## config.mk

```make
export PLATFORM = sky130hd
export DESIGN_NAME = led_step_seq_flat
export DESIGN_NICKNAME = d
export VERILOG_FILES = /design/src/rtl/led_step_seq_if.sv /design/src/rtl/led_step_seq.sv /design/src/flat_wrapper.sv
export SDC_FILE = /design/constraint.sdc
export NUM_CORES = 1
export LEC_CHECK = 0
export ABC_AREA = 1
export BUFFER_PORTS_ARGS = -buffer_cell sky130_fd_sc_hd__buf_2
export CORE_UTILIZATION = 45
export DETAILED_ROUTE_END_ITERATION = 7
export GPL_TIMING_DRIVEN = 1
export PLACE_DENSITY = 0.74
export SETUP_SLACK_MARGIN = 0.2
export SYNTH_ARGS = -nofsm -noshare
export SYNTH_HDL_FRONTEND = slang
export SYNTH_SLANG_ARGS = --single-unit
```

## constraint.sdc

```tcl
create_clock -name clk -period 4.7 [get_ports clk]
set_input_delay 0.235 -clock clk [delete_from_list [all_inputs] [get_ports clk]]
set_output_delay 0.235 -clock clk [all_outputs]
set_load 0.005 [all_outputs]
```

## src/rtl/led_step_seq_if.sv

```systemverilog
// Control/status bundle between the board controls, led_step_seq and the LED
// pattern decoder. The master drives control inputs; the slave is the sequencer.
interface led_step_seq_if;
  logic       start;
  logic       stop;
  logic [1:0] mode;
  logic [1:0] speed;
  logic [6:0] step;
  logic       tick;
  logic       busy;
  logic       done;

  modport master (
    output start, stop, mode, speed,
    input  step, tick, busy, done
  );

  modport slave (
    input  start, stop, mode, speed,
    output step, tick, busy, done
  );
endinterface

```

## src/rtl/led_step_seq.sv

```systemverilog
// Animation step sequencer: prescales clk into ticks and walks the decoder step
// index 0..LAST in loop, ping-pong or one-shot order.
//
//   state  | meaning
//   -------+--------------------------------------------------------------
//   S_IDLE | halted; step held, prescaler parked at 0, waiting for start
//   S_RUN  | prescaler running; step advances on every prescaler expiry
module led_step_seq #(
  parameter int DIV  = 5_000_000,
  parameter int LAST = 127
) (
  input  logic          clk,
  input  logic          rst_n,
  led_step_seq_if.slave bus
);

  localparam int            PW     = $clog2(DIV) + 1;
  localparam logic [PW-1:0] DIV_W  = PW'(DIV);
  localparam logic [6:0]    LAST_W = 7'(LAST);

  localparam logic [1:0] MODE_LOOP = 2'b00;
  localparam logic [1:0] MODE_PING = 2'b01;
  localparam logic [1:0] MODE_ONE  = 2'b10;

  typedef enum logic {
    S_IDLE = 1'b0,
    S_RUN  = 1'b1
  } state_t;

  state_t        r_state;
  logic [PW-1:0] r_presc;
  logic [6:0]    r_step;
  logic          r_dir_up;
  logic [1:0]    r_mode;
  logic          r_tick;
  logic          r_busy;
  logic          r_done;

  logic [PW-1:0] w_shifted;
  logic [PW-1:0] w_last_cnt;
  logic          w_expire;
  logic [6:0]    w_next_step;
  logic          w_next_dir_up;
  logic          w_finish;

  // Terminal count follows the live speed input; the >= compare lets a
  // shortened period expire immediately instead of wrapping the counter.
  always_comb begin
    w_shifted  = DIV_W >> bus.speed;
    w_last_cnt = (w_shifted == '0) ? '0 : (w_shifted - PW'(1));
  end

  assign w_expire = (r_presc >= w_last_cnt);

  always_comb begin
    w_next_step   = r_step;
    w_next_dir_up = r_dir_up;
    w_finish      = 1'b0;
    case (r_mode)
      MODE_PING: begin
        // Endpoints are shown once per pass: turn around without repeating.
        if (r_dir_up) begin
          if (r_step >= LAST_W) begin
            w_next_dir_up = 1'b0;
            w_next_step   = LAST_W - 7'd1;
          end else begin
            w_next_step = r_step + 7'd1;
          end
        end else begin
          if (r_step == 7'd0) begin
            w_next_dir_up = 1'b1;
            w_next_step   = 7'd1;
          end else begin
            w_next_step = r_step - 7'd1;
          end
        end
      end
      MODE_ONE: begin
        if (r_step >= LAST_W) begin
          w_finish = 1'b1;
        end else begin
          w_next_step = r_step + 7'd1;
        end
      end
      default: begin
        w_next_step = (r_step >= LAST_W) ? 7'd0 : (r_step + 7'd1);
      end
    endcase
  end

  always_ff @(posedge clk or negedge rst_n) begin
    if (!rst_n) begin
      r_state  <= S_IDLE;
      r_presc  <= '0;
      r_step   <= 7'd0;
      r_dir_up <= 1'b1;
      r_mode   <= MODE_LOOP;
      r_tick   <= 1'b0;
      r_busy   <= 1'b0;
      r_done   <= 1'b0;
    end else begin
      r_tick <= 1'b0;
      r_done <= 1'b0;
      case (r_state)
        S_IDLE: begin
          r_presc <= '0;
          if (bus.start && !bus.stop) begin
            r_state  <= S_RUN;
            r_step   <= 7'd0;
            r_dir_up <= 1'b1;
            r_mode   <= bus.mode;
            r_busy   <= 1'b1;
          end
        end
        S_RUN: begin
          if (bus.stop) begin
            r_state <= S_IDLE;
            r_presc <= '0;
            r_busy  <= 1'b0;
          end else if (bus.start) begin
            r_presc  <= '0;
            r_step   <= 7'd0;
            r_dir_up <= 1'b1;
            r_mode   <= bus.mode;
          end else if (w_expire) begin
            r_presc <= '0;
            if (w_finish) begin
              r_state <= S_IDLE;
              r_busy  <= 1'b0;
              r_done  <= 1'b1;
            end else begin
              r_step   <= w_next_step;
              r_dir_up <= w_next_dir_up;
              r_tick   <= 1'b1;
            end
          end else begin
            r_presc <= r_presc + PW'(1);
          end
        end
        default: begin
          r_state <= S_IDLE;
          r_busy  <= 1'b0;
        end
      endcase
    end
  end

  assign bus.step = r_step;
  assign bus.tick = r_tick;
  assign bus.busy = r_busy;
  assign bus.done = r_done;

endmodule

```

## src/flat_wrapper.sv

```systemverilog
// flat-port wrapper written by rule: the top's interface ports become plain ports
module led_step_seq_flat 
#(
  parameter int DIV  = 5_000_000,
  parameter int LAST = 127
)
  (clk, rst_n, bus_start, bus_stop, bus_mode, bus_speed, bus_step, bus_tick, bus_busy, bus_done);
  led_step_seq_if bus_i ();
  input  logic clk;
  input  logic rst_n;
  input wire logic [$bits(bus_i.start)-1:0] bus_start;
  input wire logic [$bits(bus_i.stop)-1:0] bus_stop;
  input wire logic [$bits(bus_i.mode)-1:0] bus_mode;
  input wire logic [$bits(bus_i.speed)-1:0] bus_speed;
  output wire logic [$bits(bus_i.step)-1:0] bus_step;
  output wire logic [$bits(bus_i.tick)-1:0] bus_tick;
  output wire logic [$bits(bus_i.busy)-1:0] bus_busy;
  output wire logic [$bits(bus_i.done)-1:0] bus_done;
  assign bus_i.start = bus_start;
  assign bus_i.stop = bus_stop;
  assign bus_i.mode = bus_mode;
  assign bus_i.speed = bus_speed;
  assign bus_step = bus_i.step;
  assign bus_tick = bus_i.tick;
  assign bus_busy = bus_i.busy;
  assign bus_done = bus_i.done;
  led_step_seq #(.DIV(DIV), .LAST(LAST)) u_core (.clk(clk), .rst_n(rst_n), .bus(bus_i));
endmodule
```

# Word level (Yosys, flattened, before mapping)
# Cells that the tools add are included.
[totals]
output_inout_bits = 10
n_memories = 0
ff_bits = 38
romBits = 0
latchBits = 0
mem_bits_rw = 0
wordCells = 89
[classes]
multipliers = 0
order_cmp = 2
eq_ne = 12
muxes = 53
n_bitwise = 1
shifts = 1
div_mod_pow = 0
addsub = 4
n_reduce_logical = 8
[ops]
columns = ["cell", "count"]
rows = [
  ["2-to-1 mux 24 bit", 4],
  ["2-to-1 mux 7 bit", 10],
  ["case mux 24 bit (2 select lines)", 1],
  ["2-to-1 mux 1 bit", 29],
  ["case mux 7 bit (2 select lines)", 2],
  ["adder 24 x 1 -> 24 bit, second input constant", 1],
  [">= comparator 24 bit", 1],
  ["zero test 24 bit", 1],
  [">> shifter 23 x 2 -> 24 bit, first input constant", 1],
  ["subtractor 24 x 1 -> 24 bit, second input constant", 1],
  ["inequality test 3 bit, second input constant", 6],
  ["AND reduction 5 bit", 2],
  ["adder 7 x 1 -> 7 bit, second input constant", 1],
  [">= comparator 7 bit, second input constant", 1],
  ["zero test 7 bit", 1],
  ["subtractor 7 x 1 -> 7 bit, second input constant", 1],
  ["2-to-1 mux 2 bit", 3],
  ["case mux 1 bit (2 select lines)", 3],
  ["inequality test 2 bit, second input constant", 2],
  ["inequality test 4 bit, second input constant", 1],
  ["case mux 2 bit (2 select lines)", 1],
  ["AND reduction 4 bit", 1],
  ["AND reduction 3 bit", 1],
  ["equality test 2 x 1 -> 1 bit, second input constant", 1],
  ["5 further kinds", 5],
]

# Depth between registers and ports, before layout
# Gate-level depths: netlist of run 1.
[logic_depth]
word_depth = 9
mapped_depth = 16
depth_no_buf = 16

# Worst setup path before layout of run 1
# No wires, ideal clock.
[synth_timing]
path_kind = "input-to-reg"
startpoint = "in bus_speed[0]"
endpoint = "reg u_core.r_presc[12]"
path_buffers = 1
path_stages = 14
setup_slack_ns = 2.729
required_ns = 4.632
arrival_time_ns = 1.902
path_cell_list = "inv_1 > ha_1 > inv_1 > ha_1 > nand2_1 > nand2_1 > nand2_1 > nand2_1 > a21oi_4 > nand3_4 > nor2_4 > nand2_4 > buf_12 > nor2_4"
[synth_between]
elab_chain_len = 8
word_cells_on_any_way = 9
classes_between = "1 x add/sub; 1 x order compare; 1 x shift; 5 x mux; 1 x reduce/logical"
[synth_lines]
columns = ["item", "line", "rtl"]
rows = [
  ["from (decl)", "flat_wrapper.sv:14", "input wire logic [$bits(bus_i.speed)-1:0] bus_speed;"],
  [">> shifter 23 x 2 -> 24 bit (*)", "led_step_seq.sv:49", "w_shifted = DIV_W >> bus.speed;"],
  ["subtractor 24 x 1 -> 24 bit or zero test 24 bit (tied branches)", "led_step_seq.sv:50", "w_last_cnt = (w_shifted == '0) ? '0 : (w_shifted - PW'(1));"],
  ["2-to-1 mux 24 bit (*)", "led_step_seq.sv:50", ""],
  [">= comparator 24 bit (*)", "led_step_seq.sv:53", "assign w_expire = (r_presc >= w_last_cnt);"],
  ["2-to-1 mux 24 bit (*)", "led_step_seq.sv:125", "end else if (w_expire) begin"],
  ["2-to-1 mux 24 bit (*)", "led_step_seq.sv:120", "end else if (bus.start) begin"],
  ["2-to-1 mux 24 bit (*)", "led_step_seq.sv:116", "if (bus.stop) begin"],
  ["case mux 24 bit (2 select lines) (*)", "led_step_seq.sv:104", "case (r_state)"],
  ["to (signal assigned)", "led_step_seq.sv:137", "r_presc <= r_presc + PW'(1);"],
  ["to (decl)", "led_step_seq.sv:31", "logic [PW-1:0] r_presc;"],
]
# Mark *: on every way between the ends. The rest lies on a longest branch, timed or not.
# A chain may end at the register's enable or synchronous reset.

# Final worst setup path of run 1
[layout_timing]
startpoint = "in bus_speed[1]"
endpoint = "reg u_core.r_presc[14]"
# The elaborated chain is that of the path after synthesis.

==> impl_metrics.py, run 1 <==
metrics = {
    "detailed_routing": {
        "first_pass_iters": 5,
        "post_drt_wl_per_cell_um": 12.6,
        "ant_nets": 0,
        "avgViaCountPerCell": 5.19,
        "drcViolationCount": 0,
        "vias": 3108,
        "wl_mm": 7.57,
        "initialDrtViolationCount": 187,
    },
    "sta": {
        "slew_viol_final": 0,
        "rsz0062_at_grt": "no",
        "fin_hold_ws_ps": 39.6,
        "finalSetupViolations": 0,
        "clock.fmax_mhz": 453,
        "setup-tns-final_ps": 0,
        "fin_skew_ps": 5.35,
        "hold_viol": 0,
        "slew_headroom": 0.454,
        "layout_min_cycle_time_ps": 2210,
        "period_share": 0.470,
        "worst_pin_slew_ps": 818,
    },
    "job": {
        "maxCapViolCount": 0,
    },
    "synthesis": {
        "synth_common_cells": "137 x nand2_1, 62 x inv_1, 45 x nor2_1, 38 x nand3_1",
        "synth.most_common_cell": "nand2_1",
        "synth_edf_count": 0,
        "syn_inst": 482,
        "avgSynthCellArea_sq_um": 7.17,
        "ys_ff_latch": 38,
        "ys_async_sr_fraction": 1.00,
        "ys_seq_area_frac": 0.275,
        "synth_area_leaders": "dfrtp_1 27%, nand2_1 15%, ha_1 13%",
        "synthDistinctLibCells": 39,
        "synth_top_area_cell": "dfrtp_1",
        "syn-num-nets": 527,
        "synth_top_area_frac": 0.268,
        "yosysWarningCount": 0,
        "netlist_area_sq_um": 3460,
        "synthFlopType": "dfrtp_1",
    },
    "cells_and_area": {
        "antenna_cells": 0,
        "layout-drive-gt1-share": 0.148,
        "syn2layout_area_growth_pct": 7.42,
        "final_nets": 544,
        "fillCellCount": 724,
    },
    "grt": {
        "grt_pass1_vias": 2942,
        "grtUsageTotal": 0.216,
        "antenna_found_initial": 0,
        "grt_max_degree": 39,
        "grt_pass1_wl_mm": 13.4,
        "grt-ovfl-total": 0,
    },
    "floorplanning": {
        "die_w_um": 89.7,
        "die_h_um": 89.7,
        "pin_count": 18,
        "core.rowCount": 31,
        "start_util": 0.472,
        "dieArea_sq_um": 8040,
        "core-area_sq_um": 7330,
    },
    "clock_network": {
        "cts_root_buffer": "clkbuf_8",
        "ctsHoldBuffers": 0,
        "ctsLongestPathBuffers": 2,
        "cts_max_level": 2,
        "cts_setup_buffers": 0,
        "numCtsBuffers": 5,
        "clkLatencyLatePin_ps": 290,
        "cts.sinks": 38,
        "ctsResizeCount": 0,
        "cts_tree": "yes",
        "path_clk_slew_ps": 70,
    },
    "power": {
        "p_leak_nw": 1.95,
        "power_density_nw_per_um2": 218,
        "vdd_drop_max_mv": 0.181,
        "total_power_mw": 0.809,
    },
    "placement": {
        "post-dp-hpwl_mm": 5.97,
        "port_buffers": 17,
        "routabilityCongestion": 0.929,
    },
    "worst_setup_path": {
        "reg2reg_to": "u_core.r_presc[14]",
        "required_ps": 4900,
        "cp-end-kind": "flop",
        "worstSetupPathType": "in2reg",
        "start_kind": "input pin",
        "r2r_start": "u_core.r_presc[15]",
        "reg2regPathDepth": 9,
        "r2r_slack_ps": 2560,
        "arrival_ps": 2410,
        "worstPathMaxFanout": 16,
    },
    "outcome": {
        "status": "complete, no violations",
    },
    "hold_path": {
        "hp-class": "in2async",
    },
}
[layer usage]
layer,vias up,track usage,part of all wire
li1,1561,-,-
met1,1452,0.294,0.47
met2,76,0.357,0.47
met3,19,0.0338,0.045
met4,0,0.0548,0.016
met5,-,0,0
[logic make-up (layout without fill, tap and decap cells)]
kind of cell / count (synthesis) / in the layout / synth area share
other cells: 2 / 2 / 0.00217
simple gates: 277 / 277 / 0.400
buf+inv: 77 / 95 / 0.0937
xor+xnor: 14 / 14 / 0.0355
compound gates: 37 / 37 / 0.0593
fa+ha+maj: 37 / 37 / 0.134
flops: 38 / 38 / 0.275
[cells in the final DEF (no fill, tap or decap), types with 2 or more instances in the layout]
cell / n
nand2_1: 137
nor2_4: 13
nand3_4: 2
clkbuf_8: 5
o21ai_1: 2
o21bai_1: 2
nand2_4: 2
inv_1: 62
nand4_1: 9
nor3_1: 4
xor2_1: 9
a21oi_1: 17
nor2_1: 45
inv_2: 6
nand2_2: 6
nor3_2: 3
nand3_1: 38
dfrtp_1: 37
clkbuf_1: 2
nor2_2: 8
xnor2_1: 5
o21ai_0: 13
buf_2: 17
nand3_2: 4
ha_1: 37
conb_1: 2
[stage by stage]
| step | std cells | area [sq um] | utilization | setup WS [ps] |
|---|---|---|---|---|
| 2_1_floorplan | 482 | 3460 | - | 2730 |
| 3_3_place_gp | 591 | 3610 | 0.492 | 2300 |
| 3_5_place_dp | 591 | 3610 | 0.492 | 2180 |
| 4_1_cts | 599 | 3710 | 0.507 | 2480 |
| 5_1_grt | 599 | 3710 | 0.507 | 2300 |
| 6_report | 599 | 3710 | 0.507 | 2490 |
[worst max-delay path by stage]
stage / startpoint / to / cells past startpoint
4_1_cts: bus_speed[1] / u_core.r_presc[14] / 14
2_1_floorplan: bus_speed[0] / u_core.r_presc[12] / 14
5_1_grt: bus_speed[1] / u_core.r_presc[14] / 14
6_report: bus_speed[1] / u_core.r_presc[14] / 14
3_3_place_gp: bus_speed[1] / u_core.r_presc[14] / 14
3_5_place_dp: bus_speed[1] / u_core.r_presc[14] / 14
[final cells by class]
class / instances / area [sq um] / share of cell area
Tap cell: 99 / 124 / 0.0333
Clock inverter: 1 / 30.0 / 0.00808
Timing Repair Buffer: 17 / 85.1 / 0.0229
Multi-Input combinational cell: 367 / 2180 / 0.587
Sequential cell: 38 / 952 / 0.256
Inverter: 70 / 265 / 0.0714
Clock buffer: 7 / 76.3 / 0.0205
[critical path, stage by stage]
cell and delay, ps:
buf_2 160, inv_1 110, ha_1 360, inv_1 80, ha_1 290, nand2_1 80, nand2_1 50, nand2_1 50
nand2_1 80, a21oi_4 170, nand3_4 130, nor2_4 160, nand2_4 230, nor3_1 230
[power by group]
part	internal [mW]	leakage, nW	switching, mW
clock network	0.159	0.0524	0.109
registers	0.339	0.519	0.0150
logic	0.0615	1.38	0.126
total	0.559	1.95	0.250
[registers in the layout, indices dropped and copies added, names as in the netlist]
name and cells:
u_core.r_state 1, u_core.bus.done 1, u_core.r_mode 2, u_core.bus.tick 1, u_core.r_presc 24, u_core.r_dir_up 1
u_core.bus.step 7, u_core.bus.busy 1
Power figures use the tool's default switching activity.
==> run 2: changes to the inputs <==
Settings changed: PLACE_DENSITY 0.74 to 0.76.
Clock period 4.7 ns to 1.95 ns, I/O delays scaled along.
==> run 2 against run 1 <==
First-iteration DRC count rose by 59%. Power rose by 150%. Core utilization up 11 points. Combinational power rose to 3.1 times the previous value. Highest routed layer unchanged. Design area rose by 22%.
==> impl_metrics.py, run 2 (synthesized netlist as in run 1, its figures left out) <==
metrics = {
    "sta": {
        "clock.fmax_mhz": 520,
        "rsz0062_at_grt": "yes",
        "finalSetupViolations": 0,
        "period_share": 0.986,
        "setup-tns-final_ps": 0,
        "fin_skew_ps": 5.54,
        "slew_viol_final": 0,
        "layout_min_cycle_time_ps": 1920,
        "worst_pin_slew_ps": 855,
        "hold_viol": 0,
        "slew_headroom": 0.430,
    },
    "detailed_routing": {
        "drcViolationCount": 0,
        "first_pass_iters": 5,
        "avgViaCountPerCell": 5.16,
        "wl_mm": 9.32,
        "post_drt_wl_per_cell_um": 14.4,
        "initialDrtViolationCount": 297,
        "vias": 3350,
        "ant_nets": 0,
    },
    "cells_and_area": {
        "multi_input_area_sq_um": 2580,
        "utilization": 0.619,
        "layout_commonest_cell": "nand2_1",
        "antenna_cells": 0,
        "syn2layout_area_growth_pct": 31.2,
        "final_cell_mix": "122 x nand2_1, 57 x inv_1, 44 x buf_4",
        "fillCellCount": 599,
        "ff_latch_area_sq_um": 956,
        "top_register": "u_core.r_presc",
        "largest_register_ffs": 24,
        "final_nets": 594,
        "layout-drive-gt1-share": 0.331,
    },
    "floorplanning": {
        "pin_count": 18,
        "start_util": 0.472,
        "dieArea_sq_um": 8040,
        "core.rowCount": 31,
        "core-area_sq_um": 7330,
        "die_w_um": 89.7,
        "die_h_um": 89.7,
    },
    "power": {
        "p_clk_frac": 0.290,
        "power_density_nw_per_um2": 442,
        "seqPwrFrac": 0.423,
        "p_sw_mw": 0.690,
        "p_leak_nw": 2.23,
        "vdd_drop_max_mv": 0.401,
        "switching_share": 0.344,
        "power_frac_comb": 0.288,
        "internal-power_mw": 1.31,
    },
    "clock_network": {
        "path_clk_slew_ps": 80,
        "ctsLongestPathBuffers": 2,
        "numCtsBuffers": 5,
        "cts_max_level": 2,
        "cts_root_buffer": "clkbuf_8",
        "cts.sinks": 38,
        "clkLatencyLatePin_ps": 300,
        "cts_tree": "yes",
    },
    "job": {
        "maxCapViolCount": 0,
    },
    "placement": {
        "post-dp-hpwl_mm": 6.48,
        "routabilityCongestion": 0.962,
        "port_buffers": 17,
    },
    "worst_setup_path": {
        "required_ps": 2140,
        "worstPathMaxFanout": 7,
        "cp-end-kind": "flop",
        "endpoint": "u_core.bus.step[0]",
        "worstSetupPathType": "reg2reg",
        "crit_path_start": "u_core.r_presc[14]",
        "arrival_ps": 2110,
        "start_kind": "flop",
        "r2r_start": "u_core.r_presc[14]",
        "reg2reg_to": "u_core.bus.step[0]",
        "reg2regPathDepth": 11,
        "r2r_slack_ps": 30,
    },
    "grt": {
        "antenna_found_initial": 0,
        "use_met3": 0.0475,
        "grt-ovfl-total": 0,
        "grt_pass1_vias": 3207,
        "grt_busiest_layer": "met2",
        "grt_max_degree": 39,
        "grtUsageTotal": 0.248,
        "grt_pass1_wl_mm": 15.2,
        "use_met2": 0.439,
        "met1_usage": 0.314,
    },
    "outcome": {
        "status": "complete, no violations",
    },
    "hold_path": {
        "hp-class": "in2reg",
    },
}
-- run 2: critical path, stage by stage (launching register included) --
cell,delay [ps]
dfrtp_1,400
ha_1,330
nand2_2,80
nor2_2,140
nand2_1,90
nor2_2,110
nand2_2,90
buf_6,120
nand4_4,140
nand3_4,160
nand2_1,100
nand2_1,60
-- run 2: repair_timing --
item | CTS | global route
hold buffers | 2 | 0
endpoints found under the hold margin | 38 | 0
gates cloned | 1 | 0
setup buffers | 15 | 3
resized for setup | 46 | 25
setup endpoints to repair | 35 | 36
pin swaps | 31 | 20
-- run 2: final cells by class --
cell class,instances,area share
clock buffer,6,0.0182
tap,99,0.0273
inverter,70,0.0612
multi-input combinational,368,0.570
timing repair buffer,66,0.110
clock inverter,2,0.00276
sequential,38,0.211
-- run 2: how the worst min path moves through the flow --
stage                      from                end  slack (ps)  cells past startpoint
floorplan                 rst_n    u_core.bus.busy        -200                      0
global placement          rst_n  u_core.r_presc[3]         250                      1
detailed placement        rst_n  u_core.r_presc[1]         250                      1
CTS                 bus_mode[0]   u_core.r_mode[0]          20                      3
global route        bus_mode[0]   u_core.r_mode[0]          30                      3
finish              bus_mode[0]   u_core.r_mode[0]          20                      3
-- run 2: power by group through the flow --
stage | Combinational [mW] | Sequential (mW) | Clock (mW)
after CTS | 0.545 | 0.846 | 0.593
after global routing | 0.643 | 0.849 | 0.624
final | 0.576 | 0.846 | 0.580
after floorplan | 0.347 | 0.852 | 0
after detailed placement | 0.486 | 0.863 | 0
after global placement | 0.475 | 0.862 | 0
-- run 2: stage by stage --
step	instances	power [mW]	cell area [sq um]	setup slack (ps)	hold WS, ps
4_1_cts	646	1.98	4400	113	17.6
3_3_place_gp	620	1.34	3900	-163	251
6_report	649	2.00	4540	26.3	16.4
2_1_floorplan	482	1.20	3520	153	-198
5_1_grt	649	2.12	4540	-96.4	25.1
3_5_place_dp	620	1.35	3900	-299	252
-- run 2: layer usage --
layer,vias to the layer above,wire length [um]
li1,1655,-
met1,1559,3930
met2,121,4690
met3,15,572
met4,0,133
met5,-,0
